`config.mk`:
```
export PLATFORM = sky130hd
export DESIGN_NAME = oflow_cr_lut_ctrl_flat
export DESIGN_NICKNAME = d
export VERILOG_FILES = /design/src/rtl/oflow_cr_lut_ctrl_if.sv /design/src/rtl/oflow_cr_lut_ctrl.sv /design/src/flat_wrapper.sv
export SDC_FILE = /design/constraint.sdc
export NUM_CORES = 1
export LEC_CHECK = 0
export BUFFER_PORTS_ARGS = -buffer_cell sky130_fd_sc_hd__buf_2
export CORE_MARGIN = 8
export CORE_UTILIZATION = 40
export CTS_CLUSTER_SIZE = 28
export DETAILED_ROUTE_END_ITERATION = 12
export MAX_ROUTING_LAYER = met4
export PLACE_DENSITY_LB_ADDON = 0.08
export SLEW_MARGIN = 5
export SYNTH_ARGS = -nofsm -noshare
export SYNTH_HDL_FRONTEND = slang
export SYNTH_SLANG_ARGS = --single-unit
```
`constraint.sdc`:
```
create_clock -name clk -period 2.31 [get_ports clk]
set_input_delay 0 -clock clk [delete_from_list [all_inputs] [get_ports clk]]
set_output_delay 0 -clock clk [all_outputs]
set_load 0.01 [all_outputs]
```
`src/rtl/oflow_cr_lut_ctrl_if.sv`:
```
// Bus bundle for the conflict-resolve frame sequencer: the frame-controller
// handshake, the CR FSM handshake and LUT request, and the muxed LUT write port.
interface oflow_cr_lut_ctrl_if #(
  parameter int ADDR_WIDTH_LUT = 11,
  parameter int DATA_WIDTH_LUT = 16
);
  logic                      frame_start;
  logic                      frame_busy;
  logic                      frame_done;
  logic                      cr_timeout_err;
  logic [15:0]               cr_cycles;
  logic                      start_cr;
  logic                      done_cr;
  logic [ADDR_WIDTH_LUT-1:0] cr_address_lut;
  logic [DATA_WIDTH_LUT-1:0] cr_data_in_lut;
  logic                      cr_we_lut;
  logic [ADDR_WIDTH_LUT-1:0] lut_address;
  logic [DATA_WIDTH_LUT-1:0] lut_data_in;
  logic                      lut_we;

  // Environment side: drives requests and CR traffic, observes the sequencer.
  modport master (
    output frame_start, done_cr, cr_address_lut, cr_data_in_lut, cr_we_lut,
    input  frame_busy, frame_done, cr_timeout_err, cr_cycles, start_cr,
           lut_address, lut_data_in, lut_we
  );

  // Sequencer side.
  modport slave (
    input  frame_start, done_cr, cr_address_lut, cr_data_in_lut, cr_we_lut,
    output frame_busy, frame_done, cr_timeout_err, cr_cycles, start_cr,
           lut_address, lut_data_in, lut_we
  );
endinterface

```
`src/rtl/oflow_cr_lut_ctrl.sv`:
```
// Frame-level sequencer for the conflict-resolve stage: clears the ID LUT,
// kicks the conflict-resolve FSM, lends it the LUT write port until it reports
// done (or a cycle timeout fires) and reports completion and RUN-cycle count.
module oflow_cr_lut_ctrl #(
  parameter int ADDR_WIDTH_LUT = 11,
  parameter int DATA_WIDTH_LUT = 16,
  parameter int LUT_DEPTH      = 2048,
  parameter int CR_TIMEOUT     = 4096
) (
  input logic                clk,
  input logic                reset,
  oflow_cr_lut_ctrl_if.slave bus
);

  localparam logic [2:0] ST_IDLE  = 3'd0;
  localparam logic [2:0] ST_CLEAR = 3'd1;
  localparam logic [2:0] ST_START = 3'd2;
  localparam logic [2:0] ST_RUN   = 3'd3;
  localparam logic [2:0] ST_DONE  = 3'd4;

  localparam logic [ADDR_WIDTH_LUT-1:0] CLEAR_LAST  = ADDR_WIDTH_LUT'(LUT_DEPTH - 1);
  localparam logic [15:0]               RUN_LAST    = 16'(CR_TIMEOUT - 1);
  localparam logic [15:0]               TIMEOUT_VAL = 16'(CR_TIMEOUT);

  logic [2:0]                state_r;
  logic [2:0]                next_state_s;
  logic [ADDR_WIDTH_LUT-1:0] clear_addr_r;
  logic [15:0]               run_cnt_r;
  logic [15:0]               cr_cycles_r;
  logic                      timeout_err_r;
  logic                      clear_last_s;
  logic                      run_last_s;
  logic [ADDR_WIDTH_LUT-1:0] lut_address_s;
  logic [DATA_WIDTH_LUT-1:0] lut_data_in_s;
  logic                      lut_we_s;

  assign clear_last_s = (clear_addr_r == CLEAR_LAST);
  assign run_last_s   = (run_cnt_r == RUN_LAST);

  // Next-state selection; done_cr only matters in RUN, where it beats the timeout.
  always_comb begin
    next_state_s = state_r;
    case (state_r)
      ST_IDLE: begin
        if (bus.frame_start) next_state_s = ST_CLEAR;
        else                 next_state_s = ST_IDLE;
      end
      ST_CLEAR: begin
        if (clear_last_s) next_state_s = ST_START;
        else              next_state_s = ST_CLEAR;
      end
      ST_START: next_state_s = ST_RUN;
      ST_RUN: begin
        if (bus.done_cr || run_last_s) next_state_s = ST_DONE;
        else                           next_state_s = ST_RUN;
      end
      ST_DONE: next_state_s = ST_IDLE;
      default: next_state_s = ST_IDLE;
    endcase
  end

  // State register, clear address, RUN counter and the per-frame status latches.
  always_ff @(posedge clk) begin
    if (reset) begin
      state_r       <= ST_IDLE;
      clear_addr_r  <= {ADDR_WIDTH_LUT{1'b0}};
      run_cnt_r     <= 16'd0;
      cr_cycles_r   <= 16'd0;
      timeout_err_r <= 1'b0;
    end else begin
      state_r <= next_state_s;
      case (state_r)
        ST_IDLE: begin
          if (bus.frame_start) begin
            clear_addr_r  <= {ADDR_WIDTH_LUT{1'b0}};
            timeout_err_r <= 1'b0;
          end
        end
        ST_CLEAR: clear_addr_r <= clear_addr_r + ADDR_WIDTH_LUT'(1'b1);
        ST_START: run_cnt_r <= 16'd0;
        ST_RUN: begin
          run_cnt_r <= run_cnt_r + 16'd1;
          if (bus.done_cr) begin
            cr_cycles_r <= run_cnt_r + 16'd1;
          end else if (run_last_s) begin
            cr_cycles_r   <= TIMEOUT_VAL;
            timeout_err_r <= 1'b1;
          end
        end
        default: ;
      endcase
    end
  end

  // LUT write-port mux: zero-fill in CLEAR, CR FSM pass-through in START/RUN, idle otherwise.
  always_comb begin
    lut_address_s = {ADDR_WIDTH_LUT{1'b0}};
    lut_data_in_s = {DATA_WIDTH_LUT{1'b0}};
    lut_we_s      = 1'b0;
    case (state_r)
      ST_CLEAR: begin
        lut_address_s = clear_addr_r;
        lut_data_in_s = {DATA_WIDTH_LUT{1'b0}};
        lut_we_s      = 1'b1;
      end
      ST_START, ST_RUN: begin
        lut_address_s = bus.cr_address_lut;
        lut_data_in_s = bus.cr_data_in_lut;
        lut_we_s      = bus.cr_we_lut;
      end
      default: begin
        lut_address_s = {ADDR_WIDTH_LUT{1'b0}};
        lut_data_in_s = {DATA_WIDTH_LUT{1'b0}};
        lut_we_s      = 1'b0;
      end
    endcase
  end

  assign bus.lut_address    = lut_address_s;
  assign bus.lut_data_in    = lut_data_in_s;
  assign bus.lut_we         = lut_we_s;
  assign bus.frame_busy     = (state_r != ST_IDLE);
  assign bus.frame_done     = (state_r == ST_DONE);
  assign bus.start_cr       = (state_r == ST_START);
  assign bus.cr_timeout_err = timeout_err_r;
  assign bus.cr_cycles      = cr_cycles_r;

endmodule

```
`src/flat_wrapper.sv`:
```
// flat-port wrapper written by rule: the top's interface ports become plain ports
module oflow_cr_lut_ctrl_flat 
#(
  parameter int ADDR_WIDTH_LUT = 11,
  parameter int DATA_WIDTH_LUT = 16,
  parameter int LUT_DEPTH      = 2048,
  parameter int CR_TIMEOUT     = 4096
)
  (clk, reset, bus_frame_start, bus_done_cr, bus_cr_address_lut, bus_cr_data_in_lut, bus_cr_we_lut, bus_frame_busy, bus_frame_done, bus_cr_timeout_err, bus_cr_cycles, bus_start_cr, bus_lut_address, bus_lut_data_in, bus_lut_we);
  oflow_cr_lut_ctrl_if #(.ADDR_WIDTH_LUT(ADDR_WIDTH_LUT), .DATA_WIDTH_LUT(DATA_WIDTH_LUT)) bus_i ();
  input logic clk;
  input logic reset;
  input wire logic [$bits(bus_i.frame_start)-1:0] bus_frame_start;
  input wire logic [$bits(bus_i.done_cr)-1:0] bus_done_cr;
  input wire logic [$bits(bus_i.cr_address_lut)-1:0] bus_cr_address_lut;
  input wire logic [$bits(bus_i.cr_data_in_lut)-1:0] bus_cr_data_in_lut;
  input wire logic [$bits(bus_i.cr_we_lut)-1:0] bus_cr_we_lut;
  output wire logic [$bits(bus_i.frame_busy)-1:0] bus_frame_busy;
  output wire logic [$bits(bus_i.frame_done)-1:0] bus_frame_done;
  output wire logic [$bits(bus_i.cr_timeout_err)-1:0] bus_cr_timeout_err;
  output wire logic [$bits(bus_i.cr_cycles)-1:0] bus_cr_cycles;
  output wire logic [$bits(bus_i.start_cr)-1:0] bus_start_cr;
  output wire logic [$bits(bus_i.lut_address)-1:0] bus_lut_address;
  output wire logic [$bits(bus_i.lut_data_in)-1:0] bus_lut_data_in;
  output wire logic [$bits(bus_i.lut_we)-1:0] bus_lut_we;
  assign bus_i.frame_start = bus_frame_start;
  assign bus_i.done_cr = bus_done_cr;
  assign bus_i.cr_address_lut = bus_cr_address_lut;
  assign bus_i.cr_data_in_lut = bus_cr_data_in_lut;
  assign bus_i.cr_we_lut = bus_cr_we_lut;
  assign bus_frame_busy = bus_i.frame_busy;
  assign bus_frame_done = bus_i.frame_done;
  assign bus_cr_timeout_err = bus_i.cr_timeout_err;
  assign bus_cr_cycles = bus_i.cr_cycles;
  assign bus_start_cr = bus_i.start_cr;
  assign bus_lut_address = bus_i.lut_address;
  assign bus_lut_data_in = bus_i.lut_data_in;
  assign bus_lut_we = bus_i.lut_we;
  oflow_cr_lut_ctrl #(.ADDR_WIDTH_LUT(ADDR_WIDTH_LUT), .DATA_WIDTH_LUT(DATA_WIDTH_LUT), .LUT_DEPTH(LUT_DEPTH), .CR_TIMEOUT(CR_TIMEOUT)) u_core (.clk(clk), .reset(reset), .bus(bus_i));
endmodule
```
==> results.md <==
* Status: completed
* Die X at 96.8 um
* Num CTS Buffers at 5
* Fin crit period at 2.10 ns
* Clock Sinks at 47
* Mapped Area at 2610 um^2
* Nets at 414
* Max Fanout on Critical Path at 17
* Number of synthesis warnings at 0
* Setup violators final at 0
* Min-Delay Path Depth at 2
* Pwr per Cell Area at 466 nW/um^2
* Ys async rst share at 0
* Setup Fix Bufs, Post-CTS at 0
* R2R depth at 6
* Number of placement rows at 29
* Met1 Use GR at 0.214
* Drt total wl at 7460 um
* Clk slew on worst S/H paths at 0.08 ns
* Worst Tran Pin Value at 0.725 ns
* Synth Instances at 310
* Pin count of the biggest net entering global routing at 37
* CTS tree: built
* Initial Util at 0.413
* Port bufs at 79
* Hold Path Class: in -> reg
* Tot GR Track Use at 0.158
* Fin crit share at 0.908
* Inserted Diodes at 0
* Root Driver: clkbuf_8
* Pins Over Slew Limit at 0
* Initial antenna violation count at 0
* Synth area leaders: dfxtp_1, a22o_1, a21oi_1
* First-iteration detailed-routing DRC count at 181
* Seq cells post-synth at 47
* Count of flip-flops with a built-in enable after synthesis at 0
* Met2 usage at 0.224
* Placed Area at 3050 um^2
* Clock latency on the worst-skew pair at 0.30 ns
* Routed wire per std cell at 16.3 um
* CTS Buffer Depth at 2
* Tot Pwr at 0.00147 W
* Count of cell types in the netlist at 53
* Crit. End Element: output port
* Post-detailed-placement half-perimeter wirelength at 5420 um
* FF-to-FF End: u_core.run_cnt_r[14]
* Rel. slew slack at 0.514
* Synthesized Nets at 344
* Arr. time, crit path at 2.10 ns
* Global route overflow at 0
* Core area at 6310 um^2
* Post-route antenna net violation count at 0
* Level count of the clock H-tree at 2
* P_leak at 1.33 nW
* Die span in y at 96.8 um
* CP required at 2.31 ns
* Hold Startpoint: reset
* Sequential element share of the synthesized area at 0.361
* Share of the synthesized area in the top cell type at 0.361
* Maximum VDD drop at 0.353 mV
* Vias/cell at 5.75
* Setup CP Type: reg -> out
* GRT Max-Usage Layer: met2
* Endpoints failing hold at 0
* Fin Setup TNS at 0 ns
* Placer Congestion at 0.889
* CP Launch Type: register
* P&R area growth vs syn at 21.4%
* Synth Area per Inst at 8.42 um^2
* Max_cap viols at 0
* Count of boundary I/O pins at 80
* FMAX at 477 MHz
* M3 GR Usage at 0.0405
* Vias in the first global route at 2,426
* Worst r2r src: u_core.run_cnt_r[0]
* Setup slack, reg-to-reg at 0.25 ns
* Ys flop type: dfxtp_1
* Largest area contributor in the netlist: dfxtp_1
* Via count at 2,635
* Die area at 9360 um^2
* Unrepaired setup endpoints after global routing: no
* Clock skew at 0.00326 ns
* Pre-Repair DR Iteration Count at 4
* First-pass GRT wire length at 12,300 um
* Share of layout cells above drive strength 1 at 0.283
* Remaining DRCs at 0
* Finished Cell Area at 3170 um^2
* Hold path endpoint: u_core.run_cnt_r[0]
## final cells by class
cell class / count / area, um^2
Timing Repair Buffer: 90 / 480
Sequential cell: 47 / 941
Multi-Input combinational cell: 232 / 1540
Inverter: 4 / 15.0
Tap cell: 77 / 96.3
Fill cell: 620 / 3150
Clock buffer: 8 / 100
## stage by stage
step	utilization	instances	hold slack, ns	setup WS (ns)
after floorplan	-	310	0.110	0.502
after global placement	0.484	449	0.276	0.148
after detailed placement	0.484	449	0.270	0.0901
after CTS	0.501	458	0.221	0.0599
after global routing	0.502	458	0.252	0.0631
final	0.502	458	0.232	0.212
## worst max-delay path by stage
| stage | slack (ns) | to | cells past startpoint | startpoint |
|---|---|---|---|---|
| 2_1_floorplan | 0.50 | u_core.bus.cr_cycles[14] | 7 | u_core.run_cnt_r[0] |
| 3_3_place_gp | 0.15 | u_core.bus.cr_cycles[7] | 5 | u_core.run_cnt_r[0] |
| 3_5_place_dp | 0.09 | u_core.bus.cr_cycles[4] | 5 | u_core.run_cnt_r[0] |
| 4_1_cts | 0.06 | u_core.bus.cr_cycles[4] | 5 | u_core.run_cnt_r[0] |
| 5_1_grt | 0.06 | u_core.run_cnt_r[14] | 6 | u_core.run_cnt_r[0] |
| 6_report | 0.21 | bus_lut_address[7] | 7 | u_core.state_r[0] |
## cell usage after synthesis, types with 4 or more instances
cell type   n
xnor2_1     7
and4_1      4
nor3b_1     4
dfxtp_1    47
o211ai_1    6
nand2_1    20
nand4_1     7
and2_1     18
buf_2       5
clkbuf_1   18
nand3b_1    4
nand3_1    17
inv_1       4
nor2_1     15
and3_1      4
or3_1       4
a22o_1     21
or4_1       9
o311ai_0    5
a21oi_1    26
o21ai_0    13
## power breakdown
part | internal [W] | leakage (nW) | switching, W | total, W
Sequential | 0.000813 | 0.379 | 0.00000994 | 0.000823
Combinational | 0.0000432 | 0.897 | 0.0000625 | 0.000106
Clock | 0.000274 | 0.0515 | 0.000273 | 0.000546
Total | 0.00113 | 1.33 | 0.000345 | 0.00147
## metal layers
layer,vias up,share of wire
met5,-,0
met4,0,0.0087
met3,7,0.067
met2,86,0.43
met1,1226,0.49
li1,1316,-
## sequential cells by signal, summed over array words and instances (netlist names)
signal and cells:
u_core.bus.cr_cycles 16, u_core.state_r 3, u_core.clear_addr_r 11, u_core.bus.cr_timeout_err 1
u_core.run_cnt_r 16
## critical path: stages, from the launching register on
cell	delay, ns
dfxtp_1	0.68
buf_4	0.23
inv_1	0.05
buf_4	0.16
nor3_2	0.17
buf_4	0.23
a22o_1	0.15
buf_2	0.12
## kinds of logic after synthesis
group	synth area share
and+or+nand+nor	0.307
buffers and inverters	0.0532
xor gates and xnor gates	0.0336
adders and majority gates	0.00959
DFF	0.361
AOI/OAI and AO/OA	0.235
## cell usage in the layout (no fill, tap or decap), types with 3 or more instances in the layout
| cell | n |
|---|---|
| a21oi_1 | 25 |
| a22o_1 | 21 |
| a311oi_1 | 3 |
| a31oi_1 | 3 |
| and2_1 | 18 |
| and3_1 | 4 |
| and4_1 | 4 |
| buf_2 | 79 |
| buf_4 | 10 |
| clkbuf_8 | 7 |
| dfxtp_1 | 47 |
| inv_1 | 4 |
| nand2_1 | 20 |
| nand2b_1 | 3 |
| nand3_1 | 17 |
| nand3b_1 | 4 |
| nand4_1 | 7 |
| nand4bb_1 | 3 |
| nor2_1 | 15 |
| nor3_1 | 3 |
| nor3b_1 | 4 |
| o211ai_1 | 6 |
| o21ai_0 | 13 |
| o311ai_0 | 5 |
| or3_1 | 4 |
| or4_1 | 9 |
| xnor2_1 | 7 |
| xor2_1 | 3 |
## what timing repair did
item | CTS | global route
setup endpoints to repair | 0 | 12
resized for setup | 0 | 1
hold buffers | 1 | 0
endpoints found under the hold margin | 1 | 0
Note: power is estimated with default switching activity, not from simulation.
